$ cat config.mk
export PLATFORM = sky130hd
export DESIGN_NAME = keypad_scan_ctrl_flat
export DESIGN_NICKNAME = d
export VERILOG_FILES = /design/src/rtl/keypad_scan_ctrl_if.sv /design/src/rtl/keypad_scan_ctrl.sv /design/src/flat_wrapper.sv
export SDC_FILE = /design/constraint.sdc
export NUM_CORES = 1
export LEC_CHECK = 0
export ABC_AREA = 1
export CORE_MARGIN = 8
export CORE_UTILIZATION = 44
export DETAILED_ROUTE_END_ITERATION = 8
export GPL_TIMING_DRIVEN = 1
export HOLD_SLACK_MARGIN = 0.06
export PLACE_DENSITY = 0.74
export RECOVER_POWER = 50
export SYNTH_ARGS = -nofsm -noshare
export SYNTH_HDL_FRONTEND = slang
export SYNTH_SLANG_ARGS = --single-unit
$ cat constraint.sdc
create_clock -name clk -period 2 [get_ports clk]
set_clock_uncertainty 0.05 [all_clocks]
set_input_delay 0.3 -clock clk [delete_from_list [all_inputs] [get_ports clk]]
set_output_delay 0.3 -clock clk [all_outputs]
set_load 0.05 [all_outputs]
$ cat src/rtl/keypad_scan_ctrl_if.sv
// Key FIFO drain handshake plus the sticky overflow status/clear pair.
// master = keypad_scan_ctrl, slave = consumer (display/UART/MCU glue).
interface keypad_scan_ctrl_if;
  logic       key_valid;
  logic [3:0] key_code;
  logic       key_ready;
  logic       ovf_clr;
  logic       overflow;

  modport master (output key_valid, key_code, overflow, input  key_ready, ovf_clr);
  modport slave  (input  key_valid, key_code, overflow, output key_ready, ovf_clr);
endinterface

$ cat src/rtl/keypad_scan_ctrl.sv
// 4x4 keypad scanner: row rotation, press/release debounce, key FIFO.
// Optional auto-repeat while a key is held: define KEYPAD_REPEAT_EN.
module keypad_scan_ctrl #(
  parameter int SCAN_DIV        = 4,
  parameter int DEBOUNCE_CYCLES = 8,
  parameter int FIFO_DEPTH      = 4,
  parameter int REPEAT_DELAY    = 20,
  parameter int REPEAT_PERIOD   = 10
) (
  input  logic               clk,
  input  logic               reset,
  input  logic [3:0]         col,
  output logic [3:0]         row,
  keypad_scan_ctrl_if.master kif
);

  localparam int SW = $clog2(SCAN_DIV);
  localparam int DW = $clog2(DEBOUNCE_CYCLES);
  localparam int AW = $clog2(FIFO_DEPTH);
  localparam int CW = AW + 1;

  if (SCAN_DIV < 2 || DEBOUNCE_CYCLES < 2 || FIFO_DEPTH < 2 ||
      (FIFO_DEPTH & (FIFO_DEPTH - 1)) != 0 || REPEAT_DELAY < 1 || REPEAT_PERIOD < 1) begin : g_bad_param
    $error("keypad_scan_ctrl: illegal parameter value");
  end

  typedef enum logic [1:0] {SCAN, DEBOUNCE, EMIT, HOLD} state_e;

  state_e        state_q, state_d;
  logic [SW-1:0] scan_cnt_q, scan_cnt_d;
  logic [DW-1:0] cnt_q, cnt_d;
  logic [1:0]    row_idx_q, row_idx_d;
  logic [3:0]    col_lat_q, col_lat_d;
  logic          emit_push, rep_push, push;
  logic [3:0]    push_code;

  function automatic logic [1:0] low_idx(input logic [3:0] c);
    if (c[0])      return 2'd0;
    else if (c[1]) return 2'd1;
    else if (c[2]) return 2'd2;
    else           return 2'd3;
  endfunction

  // cnt_q is shared: press stability count in DEBOUNCE, release count in HOLD
  always_comb begin
    state_d    = state_q;
    scan_cnt_d = scan_cnt_q;
    cnt_d      = cnt_q;
    row_idx_d  = row_idx_q;
    col_lat_d  = col_lat_q;
    emit_push  = 1'b0;
    case (state_q)
      SCAN: begin
        if (scan_cnt_q == SW'(SCAN_DIV - 1)) begin
          scan_cnt_d = '0;
          if (col == 4'b0000) begin
            row_idx_d = row_idx_q + 2'd1;
          end else begin
            col_lat_d = col;
            cnt_d     = '0;
            state_d   = DEBOUNCE;
          end
        end else begin
          scan_cnt_d = scan_cnt_q + SW'(1);
        end
      end
      DEBOUNCE: begin
        if (col != col_lat_q) begin
          state_d   = SCAN;
          row_idx_d = row_idx_q + 2'd1;
        end else if (cnt_q == DW'(DEBOUNCE_CYCLES - 1)) begin
          state_d = EMIT;
        end else begin
          cnt_d = cnt_q + DW'(1);
        end
      end
      EMIT: begin
        emit_push = 1'b1;
        cnt_d     = '0;
        state_d   = HOLD;
      end
      HOLD: begin
        if (col != 4'b0000) begin
          cnt_d = '0;
        end else if (cnt_q == DW'(DEBOUNCE_CYCLES - 1)) begin
          cnt_d     = '0;
          state_d   = SCAN;
          row_idx_d = row_idx_q + 2'd1;
        end else begin
          cnt_d = cnt_q + DW'(1);
        end
      end
      default: state_d = SCAN;
    endcase
  end

  always_ff @(posedge clk) begin
    if (reset) begin
      state_q    <= SCAN;
      scan_cnt_q <= '0;
      cnt_q      <= '0;
      row_idx_q  <= '0;
      col_lat_q  <= '0;
    end else begin
      state_q    <= state_d;
      scan_cnt_q <= scan_cnt_d;
      cnt_q      <= cnt_d;
      row_idx_q  <= row_idx_d;
      col_lat_q  <= col_lat_d;
    end
  end

`ifdef KEYPAD_REPEAT_EN
  localparam int REP_MAX = (REPEAT_DELAY > REPEAT_PERIOD) ? REPEAT_DELAY : REPEAT_PERIOD;
  localparam int RW      = $clog2(REP_MAX + 1);

  logic [RW-1:0] rep_cnt_q, rep_cnt_d, rep_nxt;
  logic          rep_arm_q, rep_arm_d, rep_first_q, rep_first_d;

  // Once the held pattern changes, repeats stay disarmed until the next EMIT.
  always_comb begin
    rep_cnt_d   = rep_cnt_q;
    rep_arm_d   = rep_arm_q;
    rep_first_d = rep_first_q;
    rep_push    = 1'b0;
    rep_nxt     = rep_cnt_q + RW'(1);
    if (state_q == EMIT) begin
      rep_cnt_d   = '0;
      rep_arm_d   = 1'b1;
      rep_first_d = 1'b0;
    end else if (state_q == HOLD) begin
      if (rep_arm_q && col == col_lat_q) begin
        if (rep_nxt == (rep_first_q ? RW'(REPEAT_PERIOD) : RW'(REPEAT_DELAY))) begin
          rep_push    = 1'b1;
          rep_cnt_d   = '0;
          rep_first_d = 1'b1;
        end else begin
          rep_cnt_d = rep_nxt;
        end
      end else begin
        rep_cnt_d = '0;
        rep_arm_d = 1'b0;
      end
    end
  end

  always_ff @(posedge clk) begin
    if (reset) begin
      rep_cnt_q   <= '0;
      rep_arm_q   <= 1'b0;
      rep_first_q <= 1'b0;
    end else begin
      rep_cnt_q   <= rep_cnt_d;
      rep_arm_q   <= rep_arm_d;
      rep_first_q <= rep_first_d;
    end
  end
`else
  assign rep_push = 1'b0;
`endif

  assign push      = emit_push | rep_push;
  assign push_code = {row_idx_q, low_idx(col_lat_q)};

  logic [3:0]    mem_q [FIFO_DEPTH];
  logic [AW-1:0] wr_ptr_q, rd_ptr_q;
  logic [CW-1:0] count_q;
  logic          ovf_q, full, empty, pop, wr_en, drop;

  assign full  = (count_q == CW'(FIFO_DEPTH));
  assign empty = (count_q == '0);
  assign pop   = !empty && kif.key_ready;
  // A pop in the same cycle frees the slot, so a full FIFO still accepts.
  assign wr_en = push && (!full || pop);
  assign drop  = push && full && !pop;

  always_ff @(posedge clk) begin
    if (reset) begin
      wr_ptr_q <= '0;
      rd_ptr_q <= '0;
      count_q  <= '0;
      ovf_q    <= 1'b0;
      for (int i = 0; i < FIFO_DEPTH; i++) mem_q[i] <= '0;
    end else begin
      if (wr_en) begin
        mem_q[wr_ptr_q] <= push_code;
        wr_ptr_q        <= wr_ptr_q + AW'(1);
      end
      if (pop) rd_ptr_q <= rd_ptr_q + AW'(1);
      case ({wr_en, pop})
        2'b10:   count_q <= count_q + CW'(1);
        2'b01:   count_q <= count_q - CW'(1);
        default: count_q <= count_q;
      endcase
      if (drop)             ovf_q <= 1'b1;
      else if (kif.ovf_clr) ovf_q <= 1'b0;
    end
  end

  assign row           = 4'b0001 << row_idx_q;
  assign kif.key_valid = !empty;
  assign kif.key_code  = mem_q[rd_ptr_q];
  assign kif.overflow  = ovf_q;

endmodule
$ cat src/flat_wrapper.sv
// flat-port wrapper written by rule: the top's interface ports become plain ports
module keypad_scan_ctrl_flat 
#(
  parameter int SCAN_DIV        = 4,
  parameter int DEBOUNCE_CYCLES = 8,
  parameter int FIFO_DEPTH      = 4,
  parameter int REPEAT_DELAY    = 20,
  parameter int REPEAT_PERIOD   = 10
)
  (clk, reset, col, row, kif_key_valid, kif_key_code, kif_overflow, kif_key_ready, kif_ovf_clr);
  keypad_scan_ctrl_if kif_i ();
  input  logic clk;
  input  logic reset;
  input  logic [3:0] col;
  output logic [3:0] row;
  output wire logic [$bits(kif_i.key_valid)-1:0] kif_key_valid;
  output wire logic [$bits(kif_i.key_code)-1:0] kif_key_code;
  output wire logic [$bits(kif_i.overflow)-1:0] kif_overflow;
  input wire logic [$bits(kif_i.key_ready)-1:0] kif_key_ready;
  input wire logic [$bits(kif_i.ovf_clr)-1:0] kif_ovf_clr;
  assign kif_key_valid = kif_i.key_valid;
  assign kif_key_code = kif_i.key_code;
  assign kif_overflow = kif_i.overflow;
  assign kif_i.key_ready = kif_key_ready;
  assign kif_i.ovf_clr = kif_ovf_clr;
  keypad_scan_ctrl #(.SCAN_DIV(SCAN_DIV), .DEBOUNCE_CYCLES(DEBOUNCE_CYCLES), .FIFO_DEPTH(FIFO_DEPTH), .REPEAT_DELAY(REPEAT_DELAY), .REPEAT_PERIOD(REPEAT_PERIOD)) u_core (.clk(clk), .reset(reset), .col(col), .row(row), .kif(kif_i));
endmodule
==> metrics, run 1 <==
pin count of the biggest net entering global routing=20; Sw Pwr=~0.00047 W; initial core utilization=0.4517; worst-margin pin slew=roughly 0.6 ns; Clk network pwr share=0.317; pwr dens=around 730 mW/mm²; CTS Sinks=39; clock buffer depth=2; total power=0.001731 W; I/O pins=18; routed vias/inst=between 4 and 5; Core ar.=0.004324 mm²; Sw Ratio=0.2711; met3 WL post-DR=142 µm; initial antenna violation count=0; Final Util=0.5477; commonest cells in the synthesized netlist=nand2_1 (38), nor2_1 (34), inv_1 (30); port bufs=17; share of cells above drive strength 1=0.1588; Layout area overhead=21.27%; Placed Instances=320; H-tree levels=2; met2 wire length=around 1.9 mm; Yosys reg bits=39; status=finished, final reports clean; Post-Syn Area=between 0.0015 and 0.002 mm²; count leader, synth=nand2_1; WP data required=between 2 and 2.5 ns; Die W=between 80 and 90 µm; worst min path class=reg -> reg; first-pass GRT wire length=approximately 6.7 mm; ranking of synthesized cells by area=edfxtp_1 (25%), dfxtp_1 (24%), nand2_1 (7.3%); dominant synthesized flop cell=dfxtp_1; EDFF count, synth=16; Avg Cell Area, Syn=8.104 µm²; setup violators final=0; nets=between 200 and 300; Max transition margin=0.6009; WL/cell=around 12 µm; Fin Setup TNS=0 ns; ANT cells=0; vias in the first global route=approximately 1600; num rows=24; drt first pass iters=4; Max-Cap Viols=0; Reg clk slew, reported paths=roughly 0.07 ns; Root Driver=clkbuf_8; clock buffer count from CTS=5; Synth Net Count=258; Worst VDD drop=about 0.00044 V; GRT overflow=0; clock period minus worst slack=1.822 ns; ys async rst share=0; Detailed Route WL=around 3.8 mm; Top Metal Used=met4; global-route usage over all layers=0.1271; GP Congestion=roughly 0.84; Vias=about 1600; Post-Layout Cell Count=roughly 330; Iter 0 DRT Violations=64; Netlist cell types=26; kind of critical path=reg -> reg; share of the synthesized area in the top cell type=0.2460; cell accounting for the most synthesized area=edfxtp_1; Pleak=0.9524 nW; synthesized netlist cell count=~240; Slew Limit Fails=0; die height=between 80 and 90 µm; crit start category=flop; Hold Fails Final Rpt=0; worst path arrival time=roughly 2.0 ns; remaining antenna violation count=0; Int Pwr=approximately 0.0013 W; fmax=0.5489 GHz; Die ar.=between 0.006 and 0.007 mm²; CTS tree=built; Tcrit/Tclk final=0.9109; pre-CTS WS=-0.2910 ns; post-synthesis sequential area ratio=0.4817; Synthesis Warnings=0; Detail Placement HPWL=~2.9 mm; Critical Path Fanout Max=3; Worst-Skew Late Latency=slightly below 0.3 ns; M1 WL=~1.7 mm; Comb pwr share=0.155; min setup slack post-route=between 0.15 and 0.2 ns; Critical Path End Type=flop; CTS Hold Bufs=0; Residual DRC=0; Flop pwr share=0.528
==> cells by family after synthesis <==
| kind of cell | after synthesis | synth area share |
|---|---|---|
| simple gates | 106 | 0.2530 |
| compound gates | 47 | 0.1256 |
| buf+inv | 40 | 0.07815 |
| flops | 39 | 0.4817 |
| fa+ha+maj | 9 | 0.06150 |
==> power groups by stage <==
stage	Clock, W	Sequential, W	Combinational (W)
2_1_floorplan	0	0.000926	0.000199
3_3_place_gp	0	0.000930	0.000271
3_5_place_dp	0	0.000933	0.000279
4_1_cts	0.000557	0.000916	0.000279
5_1_grt	0.000593	0.000919	0.000313
6_report	0.000549	0.000914	0.000268
==> metal layers <==
metal	track usage	vias up
met5	0	-
li1	-	856
met2	0.2255	17
met1	0.1380	704
met3	0.02814	4
met4	0.06724	0
==> metrics by stage <==
step                area, µm²  hold slack, ns
CTS                      2409          0.4187
global placement         2310          0.4011
finish                   2369          0.4120
detailed placement       2310          0.4057
floorplan                1963          0.3191
global route             2369          0.4506
==> placed cells by master (no fill, tap or decap), types with 6 or more instances in the layout <==
master,instances
a21oi_1,18
buf_4,11
clkbuf_1,6
clkbuf_8,6
clkdlybuf4s50_1,8
dfxtp_1,22
edfxtp_1,16
ha_1,8
inv_1,31
nand2_1,38
nand3_1,16
nor2_1,35
o21ai_0,17
==> registers in the layout, summed over array words and instances, names as in the netlist, named ones only <==
name                 flops
u_core.row_idx_q         2
u_core.rd_ptr_q          2
u_core.scan_cnt_q        2
u_core.mem_q            16
u_core.kif.overflow      1
u_core.col_lat_q         4
u_core.state_q           1
u_core.cnt_q             3
u_core.wr_ptr_q          2
u_core.count_q           3
==> area by class of cell <==
cell class              count  area, µm²
clock buffers               6      82.58
clock inverters             2      11.26
fillers                   439       1956
inverters                  37      138.9
multi-input cells         162      848.3
flip-flops and latches     39      942.2
well taps                  52      65.06
repair buffers             31      280.3
==> worst max-delay path: stages (launching register included) <==
cell and delay [ns]:
dfxtp_2 0.35, nor2_4 0.16, nand3_2 0.08, nand2_1 0.11, ha_1 0.15, inv_1 0.06
fa_2 0.36, a21oi_2 0.14, o21ai_2 0.08, o21ai_1 0.13, a21oi_1 0.05
==> path summary, 6_finish.rpt <==
check / cells after the start / endpoint / slack [ns] / from
worst max-delay path: 10 / u_core.count_q[2] / 0.18 / u_core.count_q[1]
worst min-delay path: 2 / u_core.rd_ptr_q[1] / 0.41 / u_core.rd_ptr_q[1]
worst max register to register: 10 / u_core.count_q[2] / 0.18 / u_core.count_q[1]
worst min register to register: 2 / u_core.rd_ptr_q[1] / 0.41 / u_core.rd_ptr_q[1]
==> repair_timing <==
action,CTS,global route
hold endpoints to repair,0,0
gates resized for setup,1,7
setup buffers,0,1
setup endpoints to repair,1,1
pin swaps,0,4
gates cloned,0,0
Power figures use the tool's default switching activity.
==> inputs of run 2 (changes only) <==
--- a/config.mk
+++ b/config.mk
@@ -9,9 +9,10 @@
 export CORE_MARGIN = 8
 export CORE_UTILIZATION = 44
 export DETAILED_ROUTE_END_ITERATION = 8
+export DONT_BUFFER_PORTS = 1
 export GPL_TIMING_DRIVEN = 1
 export HOLD_SLACK_MARGIN = 0.06
-export PLACE_DENSITY = 0.74
+export PLACE_DENSITY = 0.69
 export RECOVER_POWER = 50
 export SYNTH_ARGS = -nofsm -noshare
 export SYNTH_HDL_FRONTEND = slang
==> run 2 against run 1 <==
Die area unchanged. Via count decreased by 3.9%. Power shrank 3.9%. Sequential share of layout area grew 3.1 points. Register-to-register slack lost 0.06 ns. Highest routed layer unchanged.
==> metrics, run 2 (synthesis gave the netlist of run 1 again) <==
Regs by FF count=u_core.mem_q x16, u_core.col_lat_q x4; setup violators final=0 (unchanged); Vias=1519 (-3.9%); Hold Fails Final Rpt=0 (unchanged); ANT cells=0 (unchanged); crit start category=flop; Slew Limit Fails=0 (unchanged); clock period minus worst slack=1.879 ns (+0.05721 ns); Detailed Route WL=3.700 mm (-3.5%); Worst VDD drop=0.0004172 V (-5.6%); clock buffer count from CTS=5 (unchanged); Critical Path Fanout Max=3 (unchanged); fmax=0.5322 GHz (-3.0%); Pleak=0.8844 nW (-7.1%); die height=82.63 µm (unchanged); worst-case reg-to-reg path depth=10 (unchanged); status=finished, final reports clean; kind of critical path=reg -> reg; fillers=413 (-5.9%); cell breakdown of the critical path=nor2_4, nand3_2, nand2_1, ha_1, inv_1, fa_2, a21oi_2, o21ai_1, o21ai_1, a21oi_1; Worst path max stage delay=0.41 ns (+0.05 ns); commonest non-fill, non-tap cell in the layout=nand2_1; Die ar.=0.006827 mm² (unchanged); worst path arrival time=2.00 ns (+0.04 ns); Worst-Skew Late Latency=0.29 ns (about the same); drt first pass iters=4 (unchanged); most used cell, CP=o21ai_1; Max transition margin=0.6466 (+0.04568); I/O pins=18 (unchanged); Critical Path End Type=flop; worst-margin pin slew=0.5314 ns (-0.06977 ns); global-route usage over all layers=0.1174 (-0.009669); clock buffer depth=2 (unchanged); Worst Hold Depth=2 (unchanged); slowest library cell on the worst path=fa_2; GP Congestion=0.8154 (-2.9%); pin count of the biggest net entering global routing=20 (unchanged); register area=943.4 µm² (+0.13%); cell area after layout=0.002200 mm² (-7.1%); share of cells above drive strength 1=0.1660 (+0.007178); CTS Sinks=39 (unchanged); WP data required=2.12 ns (-0.02 ns); Residual DRC=0 (unchanged); vias in the first global route=1366 (-15%); pwr dens=756.2 mW/mm² (+3.5%); Detail Placement HPWL=2.756 mm (-5.8%); worst min path class=in -> reg; multi-input combinational cell area=870.8 µm² (+2.7%); Largest Register=u_core.mem_q; Tcrit/Tclk final=0.9395 (+0.02860); WL/cell=11.90 µm (+2.1%); routed vias/inst=4.884 (+1.6%); initial antenna violation count=0 (unchanged); Layout area overhead=12.62%; num rows=24 (unchanged); commonest non-fill, non-tap cells in the layout=nand2_1 (37), nor2_1 (34), inv_1 (30); Reg clk slew, reported paths=0.07 ns (about the same); buffers inserted by post-CTS timing repair=0 (unchanged); GRT overflow=0 (unchanged); Final Util=0.5087 (-0.03906); remaining antenna violation count=0 (unchanged); initial core utilization=0.4517 (unchanged); CTS tree=built; H-tree levels=2 (unchanged); Root Driver=clkbuf_8; max reg flops=16 (unchanged); dpl cell area=0.002105 mm² (-8.9%); first-pass GRT wire length=6.078 mm (-9.1%); Max-Cap Viols=0 (unchanged); Core ar.=0.004324 mm² (unchanged); Die W=82.63 µm (unchanged); nets=275 (-6.1%); port bufs=0 (-17); Iter 0 DRT Violations=76 (+19%)
==> run 2: cell types whose count changed in the layout (fill, tap and decap cells not counted), moves of 2 or more <==
cell,delta
clkdlybuf4s50_1,-8
buf_12,-4
clkbuf_1,-4
clkbuf_4,-2
nor3_1,-2
==> run 2: worst paths after layout <==
path	startpoint	end	slack, ns
worst max-delay path	u_core.count_q[1]	u_core.count_q[2]	0.12
worst min-delay path	col[1]	u_core.col_lat_q[1]	0.11
worst max register to register	u_core.count_q[1]	u_core.count_q[2]	0.12
worst min register to register	u_core.rd_ptr_q[1]	flop	0.41
==> run 2: repair_timing <==
item	in CTS	in global routing
endpoints found under the hold margin	6	0
endpoints found under the setup margin	0	2
resized for setup	0	8
hold buffers	1	0
==> run 2: layout make-up <==
| class | instances | share of cell area |
|---|---|---|
| flip-flops and latches | 39 | 0.4289 |
| multi-input cells | 162 | 0.3959 |
| inverters | 37 | 0.06314 |
| repair buffers | 13 | 0.04551 |
| clock buffers | 7 | 0.03470 |
| well taps | 52 | 0.02958 |
| clock inverters | 1 | 0.002275 |
==> run 2: worst max-delay path, delay by kind of cell (launching register included) <==
kind                     cells  cell delay [ns]
AND/OR/NAND/NOR              3             0.33
buffers and inverters        1             0.08
adder cells (fa/ha/maj)      2             0.55
flip-flops                   1             0.34
AO/OA/AOI/OAI                4             0.40
==> run 2: layer usage <==
metal	share of wire	vias up	global-route usage	wire, µm
li1	-	820	-	-
met1	0.46	673	0.1367	1715
met2	0.47	20	0.1926	1743
met3	0.049	6	0.04221	183
met4	0.016	0	0.04655	58
met5	0	-	0	0
==> run 2: where the power goes <==
group	internal, W	switching (W)	total, W
registers	0.000879	0.0000367	0.000916
logic	0.0000900	0.000158	0.000248
clock network	0.000244	0.000255	0.000499
total	0.00121	0.000450	0.00166
==> run 2: metrics by stage <==
stage	power [W]	setup TNS (ns)	setup slack, ns	hold slack (ns)	instances
floorplan	0.001126	0	0.03042	0.3191	241
global placement	0.001174	0	0.07459	0.3225	302
detailed placement	0.001180	0	0.02652	0.3233	302
CTS	0.001679	0	0.01467	0.09863	311
global route	0.001769	-0.01621	-0.01621	0.1041	311
finish	0.001663	0	0.1209	0.1058	311
==> inputs of run 3 (changes only) <==
--- a/config.mk
+++ b/config.mk
@@ -8,12 +8,14 @@
 export ABC_AREA = 1
 export CORE_MARGIN = 8
 export CORE_UTILIZATION = 44
+export CTS_CLUSTER_DIAMETER = 120
 export DETAILED_ROUTE_END_ITERATION = 8
 export DONT_BUFFER_PORTS = 1
 export GPL_TIMING_DRIVEN = 1
 export HOLD_SLACK_MARGIN = 0.06
 export PLACE_DENSITY = 0.69
 export RECOVER_POWER = 50
+export REMOVE_ABC_BUFFERS = 1
 export SYNTH_ARGS = -nofsm -noshare
 export SYNTH_HDL_FRONTEND = slang
 export SYNTH_SLANG_ARGS = --single-unit
==> run 3 against run 2 <==
Combinational power decreased by 2%. Wire length grew 4.2%. Via count up 1.9%. Register-to-register slack better by 0.03 ns. Clock-buffer cell count is 2 lower. Sequential share of layout area up 0.17 points. Sequential power is 0.5% lower. Clock power increased by 32%. Utilization down 0.20 points. Flip-flop and latch count is the same. Critical path type unchanged.
==> metrics, run 3 (synthesis gave the netlist of run 1 again) <==
status=finished, final reports clean; setup violators final=0 (unchanged); Die ar.=0.006827 mm² (unchanged); pin count of the biggest net entering global routing=20 (unchanged); ANT cells=0 (unchanged); slowest library cell on the worst path=fa_1; Root Driver=clkbuf_8; Slew Limit Fails=0 (unchanged); worst-margin pin slew=0.5972 ns (+0.06582 ns); Iter 0 DRT Violations=111 (+46%); I/O pins=18 (unchanged); Int Pwr=0.001337 W (+10%); Tcrit/Tclk final=0.9239 (-0.01560); cell breakdown of the critical path=nor2_4, nand3_2, nand2_2, ha_1, inv_1, fa_1, a21oi_1, o21ai_1, o21ai_1, a21oi_1; fmax=0.5412 GHz (+1.7%); Critical Path Fanout Max=3 (unchanged); Worst-Skew Late Latency=0.30 ns (about the same); GRT overflow=0 (unchanged); first-pass GRT wire length=6.665 mm (+9.7%); Die W=82.63 µm (unchanged); Detailed Route WL=3.857 mm (+4.2%); pre-CTS WS=-0.01981 ns (-0.04633 ns); Worst path max stage delay=0.44 ns (+0.03 ns); GP Congestion=0.8454 (+3.7%); Vias=1548 (+1.9%); remaining antenna violation count=0 (unchanged); share of cells above drive strength 1=0.1308 (-0.03525); pwr dens=826.8 mW/mm² (+9.3%); worst path arrival time=1.99 ns (about the same); Buf/Inv on CP=1 (unchanged); Clk network pwr share=0.363 (+0.063); Sw Pwr=0.0004743 W (+5.4%); Core ar.=0.004324 mm² (unchanged); Sw Ratio=0.2618 (-0.008740); num rows=24 (unchanged); vias in the first global route=1510 (+11%); Regs by FF count=u_core.mem_q x16, u_core.col_lat_q x4; clock buffer depth=2 (unchanged); routed vias/inst=4.962 (+1.6%); RSZ-0062 raised after global routing=no; Pleak=0.8847 nW (about the same); Comb pwr share=0.134 (-0.015); dpl cell area=0.002095 mm² (-0.48%); global-route usage over all layers=0.1293 (+0.01191); nets=276 (+0.36%); kind of critical path=reg -> reg; Max-Cap Viols=0 (unchanged); crit start category=flop; Residual DRC=0 (unchanged); Worst VDD drop=0.0003870 V (-7.3%); commonest non-fill, non-tap cells in the layout=nand2_1 (38), nor2_1 (36), inv_1 (30); initial core utilization=0.4517 (unchanged); family with the most delay on the worst path=adder cells; WP data required=2.14 ns (+0.02 ns); H-tree levels=2 (unchanged); Largest Register=u_core.mem_q; drt first pass iters=4 (unchanged); Max transition margin=0.6035 (-0.04306); max reg flops=16 (unchanged); Flop pwr share=0.503 (-0.047); clock period minus worst slack=1.848 ns (-0.03120 ns); Reg clk slew, reported paths=0.08 ns (about the same); commonest non-fill, non-tap cell in the layout=nand2_1; Critical Path End Type=flop; worst min path class=in -> reg; Hold Fails Final Rpt=0 (unchanged); initial antenna violation count=0 (unchanged); Layout area overhead=12.17%; min setup slack post-route=0.1521 ns (+0.03120 ns); WL/cell=12.36 µm (+3.9%); fillers=434 (+5.1%); Detail Placement HPWL=2.949 mm (+7.0%); port bufs=0 (unchanged); clock buffer count from CTS=5 (unchanged); cell area after layout=0.002191 mm² (-0.40%); CTS Sinks=39 (unchanged); CTS tree=built; die height=82.63 µm (unchanged)
-- run 3: final timing paths --
check                             from  slack (ns)  cells past startpoint                   end
setup / recovery     u_core.count_q[0]        0.15                     10     u_core.count_q[2]
hold / removal                  col[2]        0.10                      2   u_core.col_lat_q[2]
setup reg to reg     u_core.count_q[0]        0.15                     10     u_core.count_q[2]
hold reg to reg   u_core.scan_cnt_q[0]        0.43                      1  u_core.scan_cnt_q[0]
-- run 3: power groups by stage --
stage                     Combinational [W]  Sequential [W]  Clock (W)
after CTS                          0.000254        0.000914   0.000675
after detailed placement           0.000250        0.000932          0
after global routing               0.000280        0.000920   0.000715
after global placement             0.000243        0.000930          0
final                              0.000242        0.000911   0.000658
after floorplan                    0.000197        0.000927          0
-- run 3: what timing repair did --
action,CTS,global route
endpoints found under the hold margin,6,0
gates resized for setup,1,8
hold buffers,1,0
setup endpoints to repair,1,1
gates cloned,0,0
buffers inserted,0,1
-- run 3: layer usage --
layer / global-route usage / wire, µm / share of wire / up-vias
met3: 0.03680 / 165 / 0.043 / 8
met5: 0 / 0 / 0 / -
met2: 0.2091 / 1823 / 0.47 / 22
met1: 0.1490 / 1770 / 0.46 / 694
met4: 0.07759 / 97 / 0.025 / 0
li1: - / - / - / 824
-- run 3: final cells by class --
class                           count  area, µm²  share of cell area
Tap cell                           52      65.06             0.02970
Clock buffer                        5      68.82             0.03141
Timing Repair Buffer               14      92.59             0.04226
Sequential cell                    39      943.4              0.4306
Clock inverter                      3      43.79             0.01999
Multi-Input combinational cell    162      838.3              0.3826
Inverter                           37      138.9             0.06339
-- run 3: through the flow --
step	hold slack [ns]	utilization	cells	TNS (ns)	power, W
floorplan	0.3191	-	238	-0.1862	0.001124
global placement	0.3218	0.4844	302	0	0.001173
detailed placement	0.3234	0.4844	302	-0.01981	0.001182
CTS	0.09749	0.5133	311	0	0.001843
global route	0.09759	0.5067	312	0	0.001915
finish	0.1020	0.5067	312	0	0.001811
-- run 3: worst register-to-register path, stage by stage, from the launching register on --
cell     delay [ns]
dfxtp_2        0.34
nor2_4         0.13
nand3_2        0.09
nand2_2        0.08
ha_1           0.14
inv_1          0.07
fa_1           0.44
a21oi_1        0.14
o21ai_1        0.09
o21ai_1        0.12
a21oi_1        0.05
